===== config.mk =====
export PLATFORM = sky130hd
export DESIGN_NAME = dead_time_gen
export DESIGN_NICKNAME = d
export VERILOG_FILES = /design/src/rtl/dead_time_gen.sv
export SDC_FILE = /design/constraint.sdc
export NUM_CORES = 1
export LEC_CHECK = 0
export CAP_MARGIN = 10
export CORE_ASPECT_RATIO = 2
export CORE_MARGIN = 2
export CORE_UTILIZATION = 60
export CTS_CLUSTER_DIAMETER = 30
export DETAILED_ROUTE_END_ITERATION = 8
export HOLD_SLACK_MARGIN = 0.1
export PLACE_DENSITY = 0.83
export SLEW_MARGIN = 15
export SYNTH_ARGS = -nofsm -noshare
export SYNTH_HDL_FRONTEND = slang
export SYNTH_SLANG_ARGS = --single-unit
export TNS_END_PERCENT = 10

===== constraint.sdc =====
create_clock -name clk -period 6 [get_ports clk]
set_clock_uncertainty 0.05 [all_clocks]
set_input_delay 1.8 -clock clk [delete_from_list [all_inputs] [get_ports clk]]
set_output_delay 1.8 -clock clk [all_outputs]
set_load 0.01 [all_outputs]

===== src/rtl/dead_time_gen.sv =====
`default_nettype none
// ============================================================================
// Module      : dead_time_gen
// Description : Three-leg half-bridge gate driver with programmable dead
//               time. Each leg runs an independent IDLE/DEAD/HI/LO FSM that
//               never drives g1 and g2 high together. Every complementary
//               transition is separated by DT clock cycles of both-off.
//               Illegal both-on requests are treated as OFF and flagged.
//               All outputs are registered.
//               Optional build macro DEAD_TIME_GEN_FAULT_LATCH_EN makes the
//               fault flags sticky (cleared by clear_fault) and forces all
//               legs off while any fault is latched.
// Revision    : 1.0 - initial release
// ============================================================================
module dead_time_gen #(
    parameter int DT    = 10,
    parameter int CNT_W = 8
) (
    input  logic       clk,
    input  logic       reset,
    input  logic       enable,
    input  logic [5:0] g_in,
    input  logic       clear_fault,
    output logic [5:0] g_out,
    output logic [2:0] dt_active,
    output logic [2:0] fault
);

    // ------------------------------------------------------------------------
    // Parameter legality: the counter must be able to hold DT-1 and DT >= 1.
    // ------------------------------------------------------------------------
    if ((DT < 1) || (DT > ((1 << CNT_W) - 1))) begin : g_bad_dt
        $error("dead_time_gen: DT=%0d outside legal range 1..%0d", DT, (1 << CNT_W) - 1);
    end

    // Counter reload value: DEAD lasts DT cycles counting DT-1 down to 0.
    localparam logic [CNT_W-1:0] C_DT_LOAD = CNT_W'(DT - 1);

    typedef enum logic [1:0] {
        ST_IDLE = 2'd0,
        ST_DEAD = 2'd1,
        ST_HI   = 2'd2,
        ST_LO   = 2'd3
    } leg_state_t;

    // Per-leg illegal-request strobe (bit 2 = a, bit 1 = b, bit 0 = c).
    logic [2:0] w_ill;
    // Forces every leg into a reloaded DEAD state (enable low or latched fault).
    logic       w_force;
    logic [2:0] r_fault;

    // ------------------------------------------------------------------------
    // Per-leg FSM. Leg index i: 0 = c, 1 = b, 2 = a, so g1 sits at bit i+3
    // and g2 at bit i, matching the {g1_a,g1_b,g1_c,g2_a,g2_b,g2_c} order.
    // ------------------------------------------------------------------------
    for (genvar i = 0; i < 3; i++) begin : g_leg
        logic             w_g1;
        logic             w_g2;
        logic             w_req_hi;
        logic             w_req_lo;
        leg_state_t       r_state;
        logic [CNT_W-1:0] r_cnt;
        logic             r_g1;
        logic             r_g2;
        logic             r_dt;

        assign w_g1     = g_in[i+3];
        assign w_g2     = g_in[i];
        assign w_req_hi = w_g1 & ~w_g2;
        assign w_req_lo = w_g2 & ~w_g1;
        assign w_ill[i] = w_g1 & w_g2;

        // Leg state, dead-time counter and registered gate/dead outputs.
        // Outputs are derived from the next state so a state change is
        // visible at the same edge it is taken.
        always_ff @(posedge clk) begin
            if (reset || w_force) begin
                r_state <= ST_DEAD;
                r_cnt   <= C_DT_LOAD;
                r_g1    <= 1'b0;
                r_g2    <= 1'b0;
                r_dt    <= 1'b1;
            end else begin
                r_g1 <= 1'b0;
                r_g2 <= 1'b0;
                r_dt <= 1'b0;
                case (r_state)
                    ST_IDLE: begin
                        // Dead time already served: turn on immediately.
                        if (w_req_hi) begin
                            r_state <= ST_HI;
                            r_g1    <= 1'b1;
                        end else if (w_req_lo) begin
                            r_state <= ST_LO;
                            r_g2    <= 1'b1;
                        end else begin
                            r_state <= ST_IDLE;
                        end
                    end
                    ST_HI: begin
                        if (w_req_hi) begin
                            r_state <= ST_HI;
                            r_g1    <= 1'b1;
                        end else begin
                            r_state <= ST_DEAD;
                            r_cnt   <= C_DT_LOAD;
                            r_dt    <= 1'b1;
                        end
                    end
                    ST_LO: begin
                        if (w_req_lo) begin
                            r_state <= ST_LO;
                            r_g2    <= 1'b1;
                        end else begin
                            r_state <= ST_DEAD;
                            r_cnt   <= C_DT_LOAD;
                            r_dt    <= 1'b1;
                        end
                    end
                    ST_DEAD: begin
                        // Request changes while counting are ignored; only
                        // the request present at expiry decides the exit.
                        if (r_cnt == '0) begin
                            if (w_req_hi) begin
                                r_state <= ST_HI;
                                r_g1    <= 1'b1;
                            end else if (w_req_lo) begin
                                r_state <= ST_LO;
                                r_g2    <= 1'b1;
                            end else begin
                                r_state <= ST_IDLE;
                            end
                        end else begin
                            r_state <= ST_DEAD;
                            r_cnt   <= r_cnt - 1'b1;
                            r_dt    <= 1'b1;
                        end
                    end
                    default: begin
                        r_state <= ST_DEAD;
                        r_cnt   <= C_DT_LOAD;
                        r_dt    <= 1'b1;
                    end
                endcase
            end
        end

        assign g_out[i+3]   = r_g1;
        assign g_out[i]     = r_g2;
        assign dt_active[i] = r_dt;
    end

`ifdef DEAD_TIME_GEN_FAULT_LATCH_EN
    // Sticky fault flags; a new illegal request on the clearing edge wins.
    always_ff @(posedge clk) begin
        if (reset) begin
            r_fault <= 3'b000;
        end else begin
            r_fault <= (clear_fault ? 3'b000 : r_fault) | w_ill;
        end
    end

    assign w_force = ~enable | (|r_fault);
`else
    logic w_unused_clear;

    // Fault pulses for one cycle after each illegal request is sampled.
    always_ff @(posedge clk) begin
        if (reset) begin
            r_fault <= 3'b000;
        end else begin
            r_fault <= w_ill;
        end
    end

    assign w_force        = ~enable;
    assign w_unused_clear = clear_fault;
`endif

    assign fault = r_fault;

endmodule
`default_nettype wire


* Word-level counts from Yosys, hierarchy flattened *
Cells that the tools add are included.

storage, ports and cells
  bits in registers = 42
  input port bits = 10
  output and inout port bits = 12

operators by class
  add/subtract/negate cells = 3
  equality and inequality tests = 18
  muxes and demuxes = 63
  bitwise operators = 16
  reduce and logical (&&, ||, !) cells = 16

operators by type and width
  operator                                          count
  2-to-1 mux 8 bit                                  9
  one-hot mux 8 bit (3 select lines)                3
  2-to-1 mux 2 bit                                  15
  logical NOT 8 bit                                 3
  2-to-1 mux 1 bit                                  24
  one-hot mux 2 bit (4 select lines)                3
  subtractor 8 x 1 -> 8 bit, second input constant  3
  inequality test 2 bit, second input constant      9
  one-hot mux 1 bit (3 select lines)                6
  == test 2 bit, second input constant              6
  AND reduction 4 bit                               3
  bitwise AND 1 bit                                 9
  nonzero test 3 bit                                3
  inverter 1 bit                                    7
  == test 2 x 1 -> 1 bit, second input constant     3
  logical NOT 2 bit                                 3
  one-hot mux 1 bit (2 select lines)                3
  OR reduction 2 bit                                3
  logical OR 1 bit                                  1

* Logic depth before layout (Yosys ltp) *
Gate-level depths: netlist of the first run.

  depth in word-level cells = 6
  depth in mapped cells = 7
  mapped depth without buffers = 6

* Least setup slack after synthesis of the first run *
OpenSTA, ideal clock, no wires.

  path type = in2reg
  start = input g_in[4]
  end = register g_leg[1].r_cnt[5]
  library setup time = 72 ps
  data arrival time = 3030 ps
  path slack = 2849 ps
  stages on the path = 6
  path buffers = 0
  cell sequence = inv_1 > ha_1 > mux2i_1 > nand2_1 > a2111oi_0 > mux2i_1

between the ends
  cells in the longest elaborated chain, start to end = 4
  elaborated cells on any way between the ends = 6
  those cells by class = eq/ne (2); bitwise (3); reduce/logical (1)

ends and longest elaborated chain
  item                                      RTL line  text
  start, declared                           22        input logic [5:0] g_in,
  inverter 1 bit                            70        assign w_req_lo = w_g2 & ~w_g1;
  bitwise AND 1 bit                         70
  inequality test 2 bit (no source line)    --
  AND reduction 4 bit (no source line) (*)  --
  end signal, assigned                      135       r_cnt <= r_cnt - 1'b1;
  end, declared                             62        logic [CNT_W-1:0] r_cnt;

Mark *: on every way between the ends. The rest lies on a longest branch, timed or not.
A chain may end at the register's enable or synchronous reset.

* Final worst setup path of the first run *
  start = input g_in[1]
  end = register g_leg[1].r_cnt[7]

between the ends
  cells in the longest elaborated chain, start to end = 4
  elaborated cells on any way between the ends = 6
  those cells by class = eq/ne (2); bitwise (3); reduce/logical (1)

ends and longest elaborated chain
  item                                      RTL line  text
  inverter 1 bit                            69        assign w_req_hi = w_g1 & ~w_g2;
  bitwise AND 1 bit                         69
  inequality test 2 bit (no source line)    --
  AND reduction 4 bit (no source line) (*)  --

Marked as above.

==> results.py, run 1 <==
metrics = {
    "run_status": {
        "status": "finished clean",
    },
    "timing": {
        "rsz0062_at_grt": "no",
        "slew_viol_final": 0,
        "setup_violations": 0,
        "max_freq_mhz": 266,
        "worst_slew_margin_rel": 0.376,
        "hold_viol": 0,
        "hold_slack_ps": 417,
        "period_share": 0.626,
        "setup-tns-final_ps": 0,
        "timing.final.crit_period_ps": 3760,
        "tightest_slew_ps": 930,
    },
    "placed_design": {
        "dpl-instance-area_um2": 2480,
        "dpl.hpwl_um": 3420,
        "gp_congestion": 0.863,
        "port_buffers": 20,
    },
    "detailed_routing": {
        "via_per_inst": 5.82,
        "drt_iter0_markers": 58,
        "routedWlPerCell_um": 14.0,
        "drt_wl_total_um": 4550,
        "antenna_left": 0,
        "via_count": 1885,
        "remaining_drc_errors": 0,
        "dr.pass1.iters": 4,
    },
    "global_routing": {
        "grt_max_degree": 14,
        "grt_antenna_before_repair": 0,
        "track_usage": 0.228,
        "grt_pass1_wl_um": 7500,
        "grt-ovfl-total": 0,
        "first_global_vias": 1806,
    },
    "floorplanning": {
        "pin_count": 22,
        "start_util": 0.612,
        "die_area_um2": 4430,
        "chipHeight_um": 92.1,
        "row_count": 32,
        "coreArea_um2": 3800,
        "dieWidth_um": 48.1,
    },
    "synthesis": {
        "synth.avg_cell_area_um2": 8.79,
        "synth.most_common_cell": "dfxtp_1",
        "synth.top_cells.by_count": "dfxtp_1, nand2_1, nand2b_1, inv_1, ha_1",
        "syn-num-nets": 290,
        "ys_dominant_reg_cell": "dfxtp_1",
        "synth_top_area_share": 0.361,
        "synth_cells": 265,
        "async_flop_share": 0,
        "synth-seq-area-share": 0.361,
        "synth_largest_area_cell": "dfxtp_1",
        "synth_area_leaders": "dfxtp_1, ha_1, mux2i_1",
        "synth.ff_latch_count": 42,
        "synth_cell_types": 43,
        "ys_warn_count": 0,
        "synth_edf_count": 0,
        "syn_area_um2": 2330,
    },
    "clock_tree": {
        "clk_pin_slew_worst_paths_ps": 70,
        "clock-sinks": 42,
        "cts_tree": "yes",
        "post_cts_buffers": 0,
        "clock-root-buffer": "clkbuf_8",
        "cts_max_level": 2,
        "cts_hold_buf": 0,
        "numCtsBuffers": 5,
        "cts_buffer_depth": 2,
        "postCtsResizedCells": 0,
        "clk_latency_ps": 290,
    },
    "final_layout": {
        "syn2layout_area_growth_pct": 9.72,
        "seq_area_um2": 841,
        "nets": 298,
        "fin_area_um2": 2560,
        "drive_above_1_share": 0.0549,
        "fillers": 332,
        "multi_input_area_um2": 1310,
        "n_antenna_cell": 0,
    },
    "worst_setup_path": {
        "path_max_fanout": 5,
        "critPathCaptureType": "flop",
        "crit_arrival_ps": 3920,
        "critPathRequiredTime_ps": 6170,
        "crit_type": "in -> reg",
        "cp-startpoint": "g_in[1]",
        "rrSetupSlack_ps": 3660,
        "r2r_start": "g_leg[0].r_cnt[0]",
        "startpoint_type": "input pin",
    },
    "worst_hold_path": {
        "hold_path.class": "reg -> reg",
        "hp-start": "g_leg[1].r_cnt[1]",
    },
    "power_and_ir_drop": {
        "power_leakage_uw": 0.00103,
        "power.total_uw": 507,
        "peakVddDrop_mv": 0.174,
        "pwr_density_cell_nw_per_um2": 198,
    },
    "flow_run": {
        "maxCapViolCount": 0,
    },
}
[critical path, cell delays in order]
cell and delay (ps):
clkdlybuf4s50_1 560, inv_1 70, ha_1 230, mux2i_1 260, nand2_1 190, a2111oi_0 560
mux2i_1 250
[kinds of logic after synthesis]
logic type | synth area share
fa+ha+maj | 0.0806
compound gates | 0.195
mux | 0.0559
buf+inv | 0.0773
flops | 0.361
simple gates | 0.230
[metrics by stage]
step,util,instances,setup slack (ps)
floorplan,-,265,2850
global placement,0.651,317,1980
detailed placement,0.651,317,1960
CTS,0.672,324,2260
global route,0.672,324,2030
finish,0.672,324,2240
[state kept, by name (all words and copies together), names as in the netlist]
signal,cells
g_leg.r_g2,3
g_leg.r_state,6
g_leg.r_dt,3
fault,3
g_leg.r_g1,3
g_leg.r_cnt,24
[routing by layer]
layer / global-route usage / vias up / wire length [um]
met5: 0 / - / 0
met3: 0.0413 / 4 / 94
met1: 0.231 / 898 / 1780
met2: 0.417 / 26 / 2630
met4: 0.0856 / 0 / 43
li1: - / 957 / -
[layout by cell type (no fill, tap or decap), drive strengths merged, types with 4 or more instances in the layout]
master	instances
a2111oi	7
a21oi	14
and3	6
clkbuf	5
clkdlybuf4s50	20
dfxtp	42
ha	15
inv	17
mux2i	13
nand2	20
nand2b	19
nand3	10
nor2	9
nor2b	7
nor3	9
nor4	7
o2111ai	4
o21ai	15
[worst paths after layout]
path              cells after the start                 to
setup reg to reg                      6  g_leg[0].r_cnt[2]
setup / recovery                      7  g_leg[1].r_cnt[7]
hold reg to reg                       2  g_leg[1].r_cnt[1]
hold / removal                        2  g_leg[1].r_cnt[1]
[power by group]
group	switching, uW	internal (uW)	leakage (uW)
Clock	93.7	78.1	0.0000438
Combinational	26.8	20.8	0.000650
Sequential	4.16	284	0.000341
Total	125	382	0.00103
[final cells by class]
class / count / share of cell area
inverter: 17 / 0.0250
clock inverter: 2 / 0.00392
clock buffer: 5 / 0.0269
multi-input combinational: 187 / 0.512
sequential: 42 / 0.329
tap: 51 / 0.0250
timing repair buffer: 20 / 0.0783
(Power assumes the default switching activity.)
==> inputs of run 2 (changes only) <==
Settings changed: CORE_UTILIZATION 60 to 57, PLACE_DENSITY 0.83 to 0.79.
Clock period 6 ns to 3.6 ns, I/O delays scaled along.
==> results.py, run 2 (same netlist as run 1, synthesis figures left out) <==
metrics = {
    "floorplanning": {
        "start_util": 0.600,
        "coreArea_um2": 3880,
        "row_count": 32,
        "die_area_um2": 4650,
        "dieWidth_um": 49.2,
        "chipHeight_um": 94.4,
        "pin_count": 22,
    },
    "final_layout": {
        "nets": 302,
        "reg_top3": "g_leg.r_cnt (24), g_leg.r_state (6)",
        "largest_register": "g_leg.r_cnt",
        "final_cell_mix": "dfxtp_1, nand2_1, clkdlybuf4s50_1, nand2b_1, inv_1",
        "final_util": 0.682,
        "n_antenna_cell": 0,
        "final_common_cell": "dfxtp_1",
        "drive_above_1_share": 0.0719,
        "largest_reg_flops": 24,
        "syn2layout_area_growth_pct": 13.7,
    },
    "detailed_routing": {
        "antenna_left": 0,
        "drt_wl_total_um": 4660,
        "via_per_inst": 5.78,
        "via_count": 1901,
        "drt_iter0_markers": 37,
        "dr.pass1.iters": 4,
        "routedWlPerCell_um": 14.2,
        "remaining_drc_errors": 0,
    },
    "timing": {
        "rsz0062_at_grt": "no",
        "hold_viol": 0,
        "tightest_slew_ps": 861,
        "period_share": 0.824,
        "max_freq_mhz": 337,
        "hold_slack_ps": 423,
        "timing.final.crit_period_ps": 2970,
        "setup-tns-final_ps": 0,
        "worst_slew_margin_rel": 0.423,
        "setup_violations": 0,
        "slew_viol_final": 0,
    },
    "worst_hold_path": {
        "hold_path.class": "reg -> reg",
        "hp-start": "g_leg[1].r_cnt[1]",
    },
    "clock_tree": {
        "clk_pin_slew_worst_paths_ps": 90,
        "cts_tree": "yes",
        "numCtsBuffers": 5,
        "clock-sinks": 42,
        "clock-root-buffer": "clkbuf_8",
        "cts_buffer_depth": 2,
        "postCtsResizedCells": 0,
        "clk_latency_ps": 300,
        "post_cts_buffers": 0,
        "cts_max_level": 2,
        "cts_hold_buf": 0,
    },
    "run_status": {
        "status": "finished clean",
    },
    "power_and_ir_drop": {
        "pwr_density_cell_nw_per_um2": 387,
        "peakVddDrop_mv": 0.361,
        "power_leakage_uw": 0.00108,
    },
    "global_routing": {
        "grt_max_degree": 14,
        "first_global_vias": 1801,
        "grt-ovfl-total": 0,
        "grt_antenna_before_repair": 0,
        "grt_pass1_wl_um": 7640,
        "track_usage": 0.212,
    },
    "worst_setup_path": {
        "path_max_fanout": 5,
        "critPathRequiredTime_ps": 3780,
        "crit_arrival_ps": 3150,
        "cp-startpoint": "g_in[1]",
        "startpoint_type": "input pin",
        "crit_type": "in -> reg",
        "critPathCaptureType": "flop",
        "r2r_start": "g_leg[0].r_cnt[0]",
    },
    "placed_design": {
        "gp_congestion": 0.868,
        "dpl.hpwl_um": 3420,
        "port_buffers": 20,
    },
    "flow_run": {
        "maxCapViolCount": 0,
    },
}
==> run 2: changes by cell type in the layout (fill, tap and decap cells not counted) <==
cell       change
clkinv_2       -2
bufinv_16      +2
buf_4          +4
clkbuf_8       +1
==> run 2: final timing paths <==
path / end / slack, ps / cells after the start
worst min register to register: g_leg[1].r_cnt[1] / 420 / 2
worst min-delay path: g_leg[1].r_cnt[1] / 420 / 2
worst max-delay path: g_leg[1].r_cnt[5] / 630 / 7
worst max register to register: g_leg[0].r_cnt[2] / 1380 / 6
==> run 2: worst max-delay path, stage by stage <==
cell             delay (ps)
clkdlybuf4s50_1         530
inv_1                    60
ha_1                    210
mux2i_1                 250
nand2_1                 200
a2111oi_0               580
mux2i_1                 240
==> run 2: stage by stage <==
stage,setup slack (ps),power [uW],cells,instance area (um2)
6_report,633,1020,329,2650
5_1_grt,436,1060,329,2650
4_1_cts,629,1030,329,2650
3_5_place_dp,314,573,321,2510
3_3_place_gp,350,570,321,2510
2_1_floorplan,1170,540,265,2330
==> run 2: per-layer routing <==
layer	vias up	part of all wire	wire, um	GRT usage
met4	0	0.026	119	0.121
met1	888	0.39	1820	0.192
li1	965	-	-	-
met2	38	0.56	2590	0.427
met5	-	0	0	0
met3	10	0.027	128	0.0301
==> run 2: cell type report <==
class | instances | area [um2]
clock buffers | 6 | 82.6
clock inverters | 2 | 60.1
fillers | 341 | 1230
inverters | 17 | 63.8
multi-input cells | 187 | 1310
flip-flops and latches | 42 | 841
well taps | 51 | 63.8
repair buffers | 24 | 230
==> run 2: power by group <==
| part | total (uW) | switching (uW) | internal, uW |
|---|---|---|---|
| combinational | 82.7 | 44.9 | 37.8 |
| sequential | 479 | 6.71 | 472 |
| clock | 463 | 167 | 296 |
